===== src/rtl/vga_stream_pkg.sv =====
`default_nettype none
// ============================================================================
// Module   : vga_stream_pkg
// Brief    : Shared timing defaults (640x480@60), FSM state type, pixel type
//            and colour-bar lookup for the VGA stream output stage.
// Revision : 1.0 - initial release
// ============================================================================
package vga_stream_pkg;

  localparam int C_H_ACTIVE = 640;
  localparam int C_H_FP     = 16;
  localparam int C_H_SYNC   = 96;
  localparam int C_H_BP     = 48;
  localparam int C_V_ACTIVE = 480;
  localparam int C_V_FP     = 10;
  localparam int C_V_SYNC   = 2;
  localparam int C_V_BP     = 33;
  localparam int C_CB       = 8;

  typedef enum logic [0:0] {
    SEEK = 1'b0,
    RUN  = 1'b1
  } state_t;

  typedef struct packed {
    logic [C_CB-1:0] r;
    logic [C_CB-1:0] g;
    logic [C_CB-1:0] b;
  } pixel_t;

  // {r,g,b} on/off for colour bar idx: white, yellow, cyan, green,
  // magenta, red, blue, black
  function automatic logic [2:0] bar_rgb(input logic [2:0] idx);
    case (idx)
      3'd0:    bar_rgb = 3'b111;
      3'd1:    bar_rgb = 3'b110;
      3'd2:    bar_rgb = 3'b011;
      3'd3:    bar_rgb = 3'b010;
      3'd4:    bar_rgb = 3'b101;
      3'd5:    bar_rgb = 3'b100;
      3'd6:    bar_rgb = 3'b001;
      default: bar_rgb = 3'b000;
    endcase
  endfunction

endpackage
`default_nettype wire


===== src/rtl/vga_timing_gen.sv =====
`default_nettype none
// ============================================================================
// Module   : vga_timing_gen
// Brief    : Free-running VGA raster counters. Line/frame order is active,
//            front porch, sync, back porch. Outputs are combinational
//            decodes of the current counter position.
//            VGA_STREAM_OUT_TEST_PATTERN_EN exposes h_cnt for colour bars.
// Revision : 1.0 - initial release
// ============================================================================
module vga_timing_gen
  import vga_stream_pkg::*;
#(
  parameter int H_ACTIVE = C_H_ACTIVE,
  parameter int H_FP     = C_H_FP,
  parameter int H_SYNC   = C_H_SYNC,
  parameter int H_BP     = C_H_BP,
  parameter int V_ACTIVE = C_V_ACTIVE,
  parameter int V_FP     = C_V_FP,
  parameter int V_SYNC   = C_V_SYNC,
  parameter int V_BP     = C_V_BP,
  localparam int H_TOTAL = H_ACTIVE + H_FP + H_SYNC + H_BP,
  localparam int V_TOTAL = V_ACTIVE + V_FP + V_SYNC + V_BP,
  localparam int H_W     = $clog2(H_TOTAL),
  localparam int V_W     = $clog2(V_TOTAL)
) (
  input  logic           clk,
  input  logic           reset,
  output logic           active,
  output logic           hs_n,
  output logic           vs_n,
  output logic           origin
`ifdef VGA_STREAM_OUT_TEST_PATTERN_EN
  ,
  output logic [H_W-1:0] h_cnt
`endif
);

  localparam logic [H_W-1:0] C_H_LAST     = H_W'(H_TOTAL - 1);
  localparam logic [H_W-1:0] C_H_ACT      = H_W'(H_ACTIVE);
  localparam logic [H_W-1:0] C_HS_START   = H_W'(H_ACTIVE + H_FP);
  localparam logic [H_W-1:0] C_HS_END     = H_W'(H_ACTIVE + H_FP + H_SYNC);
  localparam logic [V_W-1:0] C_V_LAST     = V_W'(V_TOTAL - 1);
  localparam logic [V_W-1:0] C_V_ACT      = V_W'(V_ACTIVE);
  localparam logic [V_W-1:0] C_VS_START   = V_W'(V_ACTIVE + V_FP);
  localparam logic [V_W-1:0] C_VS_END     = V_W'(V_ACTIVE + V_FP + V_SYNC);

  logic [H_W-1:0] r_h_cnt;
  logic [V_W-1:0] r_v_cnt;

  // Horizontal counter wraps each line; vertical advances on that wrap
  always_ff @(posedge clk) begin
    if (reset) begin
      r_h_cnt <= '0;
      r_v_cnt <= '0;
    end else if (r_h_cnt == C_H_LAST) begin
      r_h_cnt <= '0;
      r_v_cnt <= (r_v_cnt == C_V_LAST) ? '0 : r_v_cnt + 1'b1;
    end else begin
      r_h_cnt <= r_h_cnt + 1'b1;
    end
  end

  assign active = (r_h_cnt < C_H_ACT) && (r_v_cnt < C_V_ACT);
  assign hs_n   = !((r_h_cnt >= C_HS_START) && (r_h_cnt < C_HS_END));
  assign vs_n   = !((r_v_cnt >= C_VS_START) && (r_v_cnt < C_VS_END));
  assign origin = (r_h_cnt == '0) && (r_v_cnt == '0);

`ifdef VGA_STREAM_OUT_TEST_PATTERN_EN
  assign h_cnt = r_h_cnt;
`endif

endmodule
`default_nettype wire


===== src/rtl/vga_stream_out.sv =====
`default_nettype none
// ============================================================================
// Module   : vga_stream_out
// Brief    : Avalon-ST RGB stream to VGA DAC output stage. Locks to the
//            upstream SOP at frame origin, blacks out underflowed pixels and
//            drops back to seeking on framing errors. All DAC outputs are
//            registered one cycle after the raster position.
//            Optional macro VGA_STREAM_OUT_TEST_PATTERN_EN adds test_en for
//            eight vertical colour bars.
// Revision : 1.0 - initial release
// ============================================================================
module vga_stream_out
  import vga_stream_pkg::*;
#(
  parameter int H_ACTIVE = C_H_ACTIVE,
  parameter int H_FP     = C_H_FP,
  parameter int H_SYNC   = C_H_SYNC,
  parameter int H_BP     = C_H_BP,
  parameter int V_ACTIVE = C_V_ACTIVE,
  parameter int V_FP     = C_V_FP,
  parameter int V_SYNC   = C_V_SYNC,
  parameter int V_BP     = C_V_BP,
  parameter int CB       = C_CB
) (
  input  logic          clk,
  input  logic          reset,
  input  logic [3*CB-1:0] in_data,
  input  logic          in_valid,
  output logic          in_ready,
  input  logic          in_sop,
  input  logic          in_eop,
`ifdef VGA_STREAM_OUT_TEST_PATTERN_EN
  input  logic          test_en,
`endif
  output logic [CB-1:0] vga_r,
  output logic [CB-1:0] vga_g,
  output logic [CB-1:0] vga_b,
  output logic          vga_hs,
  output logic          vga_vs,
  output logic          vga_blank_n,
  output logic          vga_sync_n,
  output logic          underflow,
  output logic          frame_start
);

  localparam int H_W = $clog2(H_ACTIVE + H_FP + H_SYNC + H_BP);

  logic w_active, w_hs_n, w_vs_n, w_origin, w_test;
  logic w_ready, w_take, w_under, w_frame;
  logic [3*CB-1:0] w_rgb_next;
  state_t r_state, w_next_state;

  logic [3*CB-1:0] r_rgb;
  logic r_hs, r_vs, r_blank_n, r_underflow, r_frame_start;

  // End-of-packet carries no control meaning here
  logic w_unused_eop;
  assign w_unused_eop = in_eop;

`ifdef VGA_STREAM_OUT_TEST_PATTERN_EN
  logic [H_W-1:0] w_h_cnt;
  logic [2:0]     w_bar;
`endif

  vga_timing_gen #(
    .H_ACTIVE(H_ACTIVE), .H_FP(H_FP), .H_SYNC(H_SYNC), .H_BP(H_BP),
    .V_ACTIVE(V_ACTIVE), .V_FP(V_FP), .V_SYNC(V_SYNC), .V_BP(V_BP)
  ) u_timing (
    .clk    (clk),
    .reset  (reset),
    .active (w_active),
    .hs_n   (w_hs_n),
    .vs_n   (w_vs_n),
    .origin (w_origin)
`ifdef VGA_STREAM_OUT_TEST_PATTERN_EN
    ,
    .h_cnt  (w_h_cnt)
`endif
  );

`ifdef VGA_STREAM_OUT_TEST_PATTERN_EN
  assign w_test = test_en;
  assign w_bar  = bar_rgb(3'(int'(w_h_cnt) / (H_ACTIVE / 8)));
`else
  assign w_test = 1'b0;
`endif

  // FSM state register
  always_ff @(posedge clk) begin
    if (reset) begin
      r_state <= SEEK;
    end else begin
      r_state <= w_next_state;
    end
  end

  // Next state and handshake. A held SOP beat at the origin is displayed
  // in that same cycle, so SEEK behaves as RUN at the locking position.
  always_comb begin
    w_next_state = r_state;
    w_ready      = 1'b0;
    w_take       = 1'b0;
    w_under      = 1'b0;
    w_frame      = 1'b0;
    if (w_test) begin
      w_next_state = SEEK;
    end else if ((r_state == RUN) || (w_origin && in_valid && in_sop)) begin
      // Framing error: SOP anywhere but the origin, or no SOP at the origin
      if (in_valid && (w_origin ? !in_sop : (w_active && in_sop))) begin
        w_next_state = SEEK;
      end else begin
        w_next_state = RUN;
        w_ready      = w_active;
        w_take       = w_active && in_valid;
        w_under      = w_active && !in_valid;
        w_frame      = w_origin;
      end
    end else begin
      w_next_state = SEEK;
      w_ready      = !(in_valid && in_sop);
    end
  end

  assign in_ready = w_ready && !reset;

  // Pixel selection: accepted beat, colour bars, or black
  always_comb begin
    w_rgb_next = '0;
    if (w_take) begin
      w_rgb_next = in_data;
    end
`ifdef VGA_STREAM_OUT_TEST_PATTERN_EN
    if (w_test && w_active) begin
      w_rgb_next = {{CB{w_bar[2]}}, {CB{w_bar[1]}}, {CB{w_bar[0]}}};
    end
`endif
  end

  // Output registers: one cycle behind the raster position
  always_ff @(posedge clk) begin
    if (reset) begin
      r_rgb         <= '0;
      r_hs          <= 1'b1;
      r_vs          <= 1'b1;
      r_blank_n     <= 1'b0;
      r_underflow   <= 1'b0;
      r_frame_start <= 1'b0;
    end else begin
      r_rgb         <= w_rgb_next;
      r_hs          <= w_hs_n;
      r_vs          <= w_vs_n;
      r_blank_n     <= w_active;
      r_underflow   <= r_underflow | w_under;
      r_frame_start <= w_frame;
    end
  end

  assign vga_r       = r_rgb[3*CB-1:2*CB];
  assign vga_g       = r_rgb[2*CB-1:CB];
  assign vga_b       = r_rgb[CB-1:0];
  assign vga_hs      = r_hs;
  assign vga_vs      = r_vs;
  assign vga_blank_n = r_blank_n;
  assign vga_sync_n  = 1'b0;
  assign underflow   = r_underflow;
  assign frame_start = r_frame_start;

endmodule
`default_nettype wire


===== config.mk =====
export PLATFORM = sky130hd
export DESIGN_NAME = vga_stream_out
export DESIGN_NICKNAME = d
export VERILOG_FILES = /design/src/rtl/vga_stream_pkg.sv /design/src/rtl/vga_timing_gen.sv /design/src/rtl/vga_stream_out.sv
export SDC_FILE = /design/constraint.sdc
export NUM_CORES = 1
export LEC_CHECK = 0
export ABC_AREA = 1
export ABC_CLOCK_PERIOD_IN_PS = 5100
export CAP_MARGIN = 20
export CORE_MARGIN = 3
export CORE_UTILIZATION = 40
export CTS_BUF_LIST = sky130_fd_sc_hd__clkbuf_16
export CTS_CLUSTER_SIZE = 16
export DETAILED_ROUTE_END_ITERATION = 16
export PLACE_DENSITY = 0.73
export SETUP_SLACK_MARGIN = 0.05
export SLEW_MARGIN = 20
export SYNTH_ARGS = -nofsm -noshare
export SYNTH_HDL_FRONTEND = slang
export SYNTH_SLANG_ARGS = --single-unit

===== constraint.sdc =====
create_clock -name clk -period 5.1 [get_ports clk]
set_input_delay 1.53 -clock clk [delete_from_list [all_inputs] [get_ports clk]]
set_output_delay 1.53 -clock clk [all_outputs]
set_load 0.005 [all_outputs]

* Yosys cells after proc, flatten, opt, wreduce, memory -nomap -nowiden
Cells that the tools add are included.
** Storage, ports and cells
- Logic and storage cells :: 56
- Output and inout port bits :: 31
- Register bits after elaboration :: 50
- Input bits :: 29
** Operators by class
- Magnitude comparators :: 6
- Reductions and logical operators :: 25
- Equal/unequal tests :: 2
- $add $sub $neg :: 2
- Multiplexer cells :: 9
- Bitwise logic cells :: 3
** Operators by type and width (count)
- adder 10 x 1 -> 10 bit, second input constant :: 2
- == test 10 bit, second input constant :: 2
- logical NOT 10 bit :: 2
- less-than comparator 10 bit, second input constant :: 2
- less-than comparator 10 x 9 -> 1 bit, second input constant :: 2
- logical AND 1 bit :: 12
- greater-or-equal comparator 10 bit, second input constant :: 1
- greater-or-equal comparator 10 x 9 -> 1 bit, second input constant :: 1
- two-way mux 10 bit :: 1
- two-way mux 1 bit :: 8
- logical NOT 1 bit :: 6
- OR reduction 2 bit :: 3
- OR reduction 3 bit :: 1
- inverter 1 bit :: 2
- logical OR 1 bit :: 1
- bitwise OR 1 bit :: 1

* Logic depth before layout (Yosys ltp)
- Depth in word-level cells :: 9
- Depth in mapped cells :: 11

* By module
A second synthesis with hierarchy kept.
** Unflattened totals
- Cells, all modules :: 286
- Area, all modules :: 2304.7 µm²
** By module, submodules not included
- vga_timing_gen :: times used 1, sequential area each 400.4 µm², cells an instance 176, area an instance 1167.4 µm²
- vga_stream_out :: times used 1, sequential area each 600.6 µm², cells an instance 110, area an instance 1137.3 µm²

* Worst setup path before layout
Ideal clock, no wire load.
- Kind :: input -> output
- Start point :: in in_valid
- End point :: out in_ready
- Arrival :: 2.091 ns
- Setup slack :: 1.479 ns
- Stages on the path :: 6
- Path through :: nand2_1 -> inv_1 -> nand4_2 -> nand2_1 -> nand2_1 -> o21ai_0
** Between the ends
- Cells in the longest elaborated chain, start to end :: 5
- Elaborated cells between the ends (all ways) :: 9
** Ends and longest elaborated chain
- start: declaration :: RTL line vga_stream_out.sv:28 : input logic in_valid,
- logical AND 1 bit (2 in a row) :: RTL line vga_stream_out.sv:107 : end else if ((r_state == RUN) || (w_origin && in_valid && in_sop)) begin
- logical OR 1 bit :: RTL line vga_stream_out.sv:107
- two-way mux 1 bit (*) :: RTL line vga_stream_out.sv:107
- logical AND 1 bit (*) :: RTL line vga_stream_out.sv:124 : assign in_ready = w_ready && !reset;
- end: declaration :: RTL line vga_stream_out.sv:29 : output logic in_ready,
Mark *: on every way between the ends. The rest lies on a longest branch, timed or not.

* Final worst setup path
Ends and elaborated chain as after synthesis.

==> metrics.md <==
| Metric | Value |
|---|---|
| Max_slew headroom | `54.09%` |
| Sum Neg Setup Slack | `0 ns` |
| WP data arrival | `3.22 ns` |
| Setup Buffers After CTS | `0` |
| First-pass GRT wire length | `a little under 8000 um` |
| Tightest Pin Transition | `0.6887 ns` |
| Mapped Cells | `282` |
| Via Count | `1908` |
| Fillers | `508` |
| Clock skew | `0.006046 ns` |
| Comb pwr share | `a little under a tenth` |
| Max stage delay on crit path | `approximately 0.55 ns` |
| Vias/cell | `4.598` |
| Clock power share | `40.3%` |
| Peak VDD IR | `0.1897 mV` |
| # setup viols final | `0` |
| Startpoint Class | `primary input` |
| GR Util All Layers | `about 15%` |
| Ys Warns | `0` |
| CTS resizes | `0` |
| Sink Count | `50` |
| Largest net degree at the start of global routing | `25` |
| Status | `finished clean` |
| Max_cap viols | `0` |
| Total Die Area | `6766 um2` |
| Nets | `375` |
| First-iteration detailed-routing DRC count | `129` |
| Worst EP required | `3.57 ns` |
| Slack of the critical path | `around 0.35 ns` |
| Final hold violations | `0` |
| FP Rows | `27` |
| Die Y | `82.26 um` |
| Internal power | `approximately 0.62 mW` |
| Crit-path slowest cell | `clkdlybuf4s50_1` |
| Slew Limit Fails | `0` |
| Clk buf depth | `2` |
| Mean area per synthesized cell | `about 8.2 um2` |
| Cell seen most often among critical-path stages | `nand2_1` |
| Via count of the first global-routing pass | `about 1800` |
| Initial Util | `41.73%` |
| Ant. Diodes | `0` |
| I/O Buffers | `57` |
| Worst-skew pair later-pin latency | `0.29 ns` |
| CTS tree | `yes` |
| RSZ-0062 raised after global routing | `false` |
| Routed Antenna Nets | `0` |
| Area Overhead vs Synth | `32.49%` |
| Critical Path End Type | `primary output` |
| CTS clock-pin slew for the worst setup and hold paths | `0.06 ns` |
| DR pass1 iterations | `4` |
| # H-tree levels | `2` |
| Final HPWL DP | `~3700 um` |
| Leakage | `between 1 and 1.5 nW` |
| Sequential Power Share | `50.1%` |
| Sequential element share of the synthesized area | `43.03%` |
| Final period util | `between 90% and 100%` |
| P per Cell Area | `259.5 nW/um2` |
| Fmax | `210.7 MHz` |
| Type of the worst setup path | `in2out` |
| Post-synthesis cell area | `2326 um2` |
| Routed WL | `4864 um` |
| Die Wd | `82.26 um` |
| Utilization after layout | `55.29%` |
| Tmin final | `~4.7 ns` |
| I/O pin count | `60` |
| Hold_buf cts | `0` |
| Core Area | `5574 um2` |
| HP Class | `reg2reg` |
| Pre-CTS setup slack | `between 0.3 and 0.4 ns` |
| Worst-path cell chain | `clkdlybuf4s50_1, nand2_1, inv_1, nand4_2, nand2_1, nand2_1, o21ai_0, clkdlybuf4s50_1` |
| Reg2Reg Setup Slack | `2.84 ns` |
| Wire per inst | `approximately 12 um` |
| Proportion of layout cells with a drive suffix above 1 | `13.70%` |
| Netlist cell types | `35` |
| Initial antenna violation count | `0` |
| Sw Share | `between 20 and 25%` |
| Cell at the root of the clock tree | `clkbuf_16` |
| Gpl congestion | `0.8941` |
| Syn Nets | `315` |
| DRC viols | `0` |
| Total CTS buffers | `5` |
| Total congestion overflow | `0` |
| Crit path max fanout | `3` |
| Synth Register Bits | `50` |
| Net switching power of the design | `0.1799 mW` |
[cells by family after synthesis]
| kind of cell | count (synthesis) | share of synthesized area (%) |
|---|---|---|
| xor gates and xnor gates | 2 | 0.7532 |
| DFF | 50 | 43.03 |
| and+or+nand+nor | 140 | 36.26 |
| adders and majority gates | 4 | 2.152 |
| other | 1 | 0.1612 |
| buffers and inverters | 61 | 11.57 |
| AOI/OAI and AO/OA | 24 | 6.079 |
[Yosys cell counts (all sizes together)]
cell type   n  share of area, %
nor2       50                16
xor2        2              0.75
o21bai      1              0.32
and3        2              0.54
conb        1              0.16
inv        56               9.0
a21oi      13               3.3
nor3        7               2.0
buf         4               2.4
nand3      19               5.4
nor4        1              0.27
nor3b       2              0.86
clkbuf      1              0.16
o211ai      1              0.32
dfxtp      50                43
o21ai       6               1.3
nand2      46               7.7
or2         2              0.54
nor4b       1              0.38
ha          4               2.2
o21a        1              0.32
nand4      10               3.0
o22ai       2              0.54
[routing by layer]
metal / wire length, um / track usage (%) / vias up
met5: 0 / 0 / -
met4: 20 / 4.153 / 0
met3: 194 / 2.928 / 2
met2: 2629 / 25.24 / 41
met1: 2020 / 18.93 / 875
li1: - / - / 990
[critical path, delay by kind of cell]
kind / cells / cell delay [ns]
buffers and inverters: 3 / 1.14
and+or+nand+nor: 4 / 0.38
AOI/OAI and AO/OA: 1 / 0.16
[worst paths after layout]
kind / end / from / cells after the start
min: underflow$_SDFF_PP0_ / underflow$_SDFF_PP0_ / 2
max: in_ready / in_valid / 8
max reg2reg: r_rgb[17]$_SDFF_PP0_ / u_timing.r_v_cnt[0]$_SDFFE_PP0P_ / 7
min reg2reg: underflow$_SDFF_PP0_ / underflow$_SDFF_PP0_ / 2
[power groups by stage]
stage                     clock network, mW  logic, mW  registers, mW
after global placement                    0     0.0752          0.410
after detailed placement                  0     0.0776          0.410
after CTS                             0.332     0.0782          0.401
after floorplan                           0     0.0406          0.410
final                                 0.322     0.0769          0.401
after global routing                  0.343     0.0847          0.402
[layout make-up]
type | count | area [um2] | area share [%]
Sequential cell | 50 | 1001 | 32.48
Tap cell | 72 | 90.09 | 2.923
Clock buffer | 5 | 125.1 | 4.060
Clock inverter | 3 | 21.27 | 0.6902
Multi-Input combinational cell | 171 | 1056 | 34.27
Inverter | 56 | 210.2 | 6.821
Timing Repair Buffer | 58 | 578.1 | 18.76
[metrics by stage]
step                total power, mW  std cells  instance area, um2  hold WS [ns]
floorplan                    0.4505        282                2326        0.4413
global placement             0.4848        407                2935        0.4458
detailed placement           0.4874        407                2935        0.4468
CTS                          0.8111        415                3082        0.4572
global route                 0.8296        415                3082        0.4784
finish                       0.7998        415                3082        0.4546
[sequential cells by signal (all words and copies together) (netlist names)]
signal            count
vga_blank_n           1
r_rgb                24
u_timing.r_h_cnt     10
vga_hs                1
u_timing.r_v_cnt     10
underflow             1
vga_vs                1
r_state               1
frame_start           1
[cells in the final DEF (no fill, tap or decap), drive strengths merged]
cell type,n
nor4,1
ha,4
or2,2
o22ai,2
dfxtp,50
conb,1
inv,56
a21oi,13
nor3,7
nand2,46
nand3,19
nor4b,1
o211ai,1
clkbuf,5
clkinv,3
buf,1
o21ai,6
and3,2
o21bai,1
clkdlybuf4s50,57
o21a,1
nor2,50
xor2,2
nor3b,2
nand4,10
(Power assumes the default switching activity.)
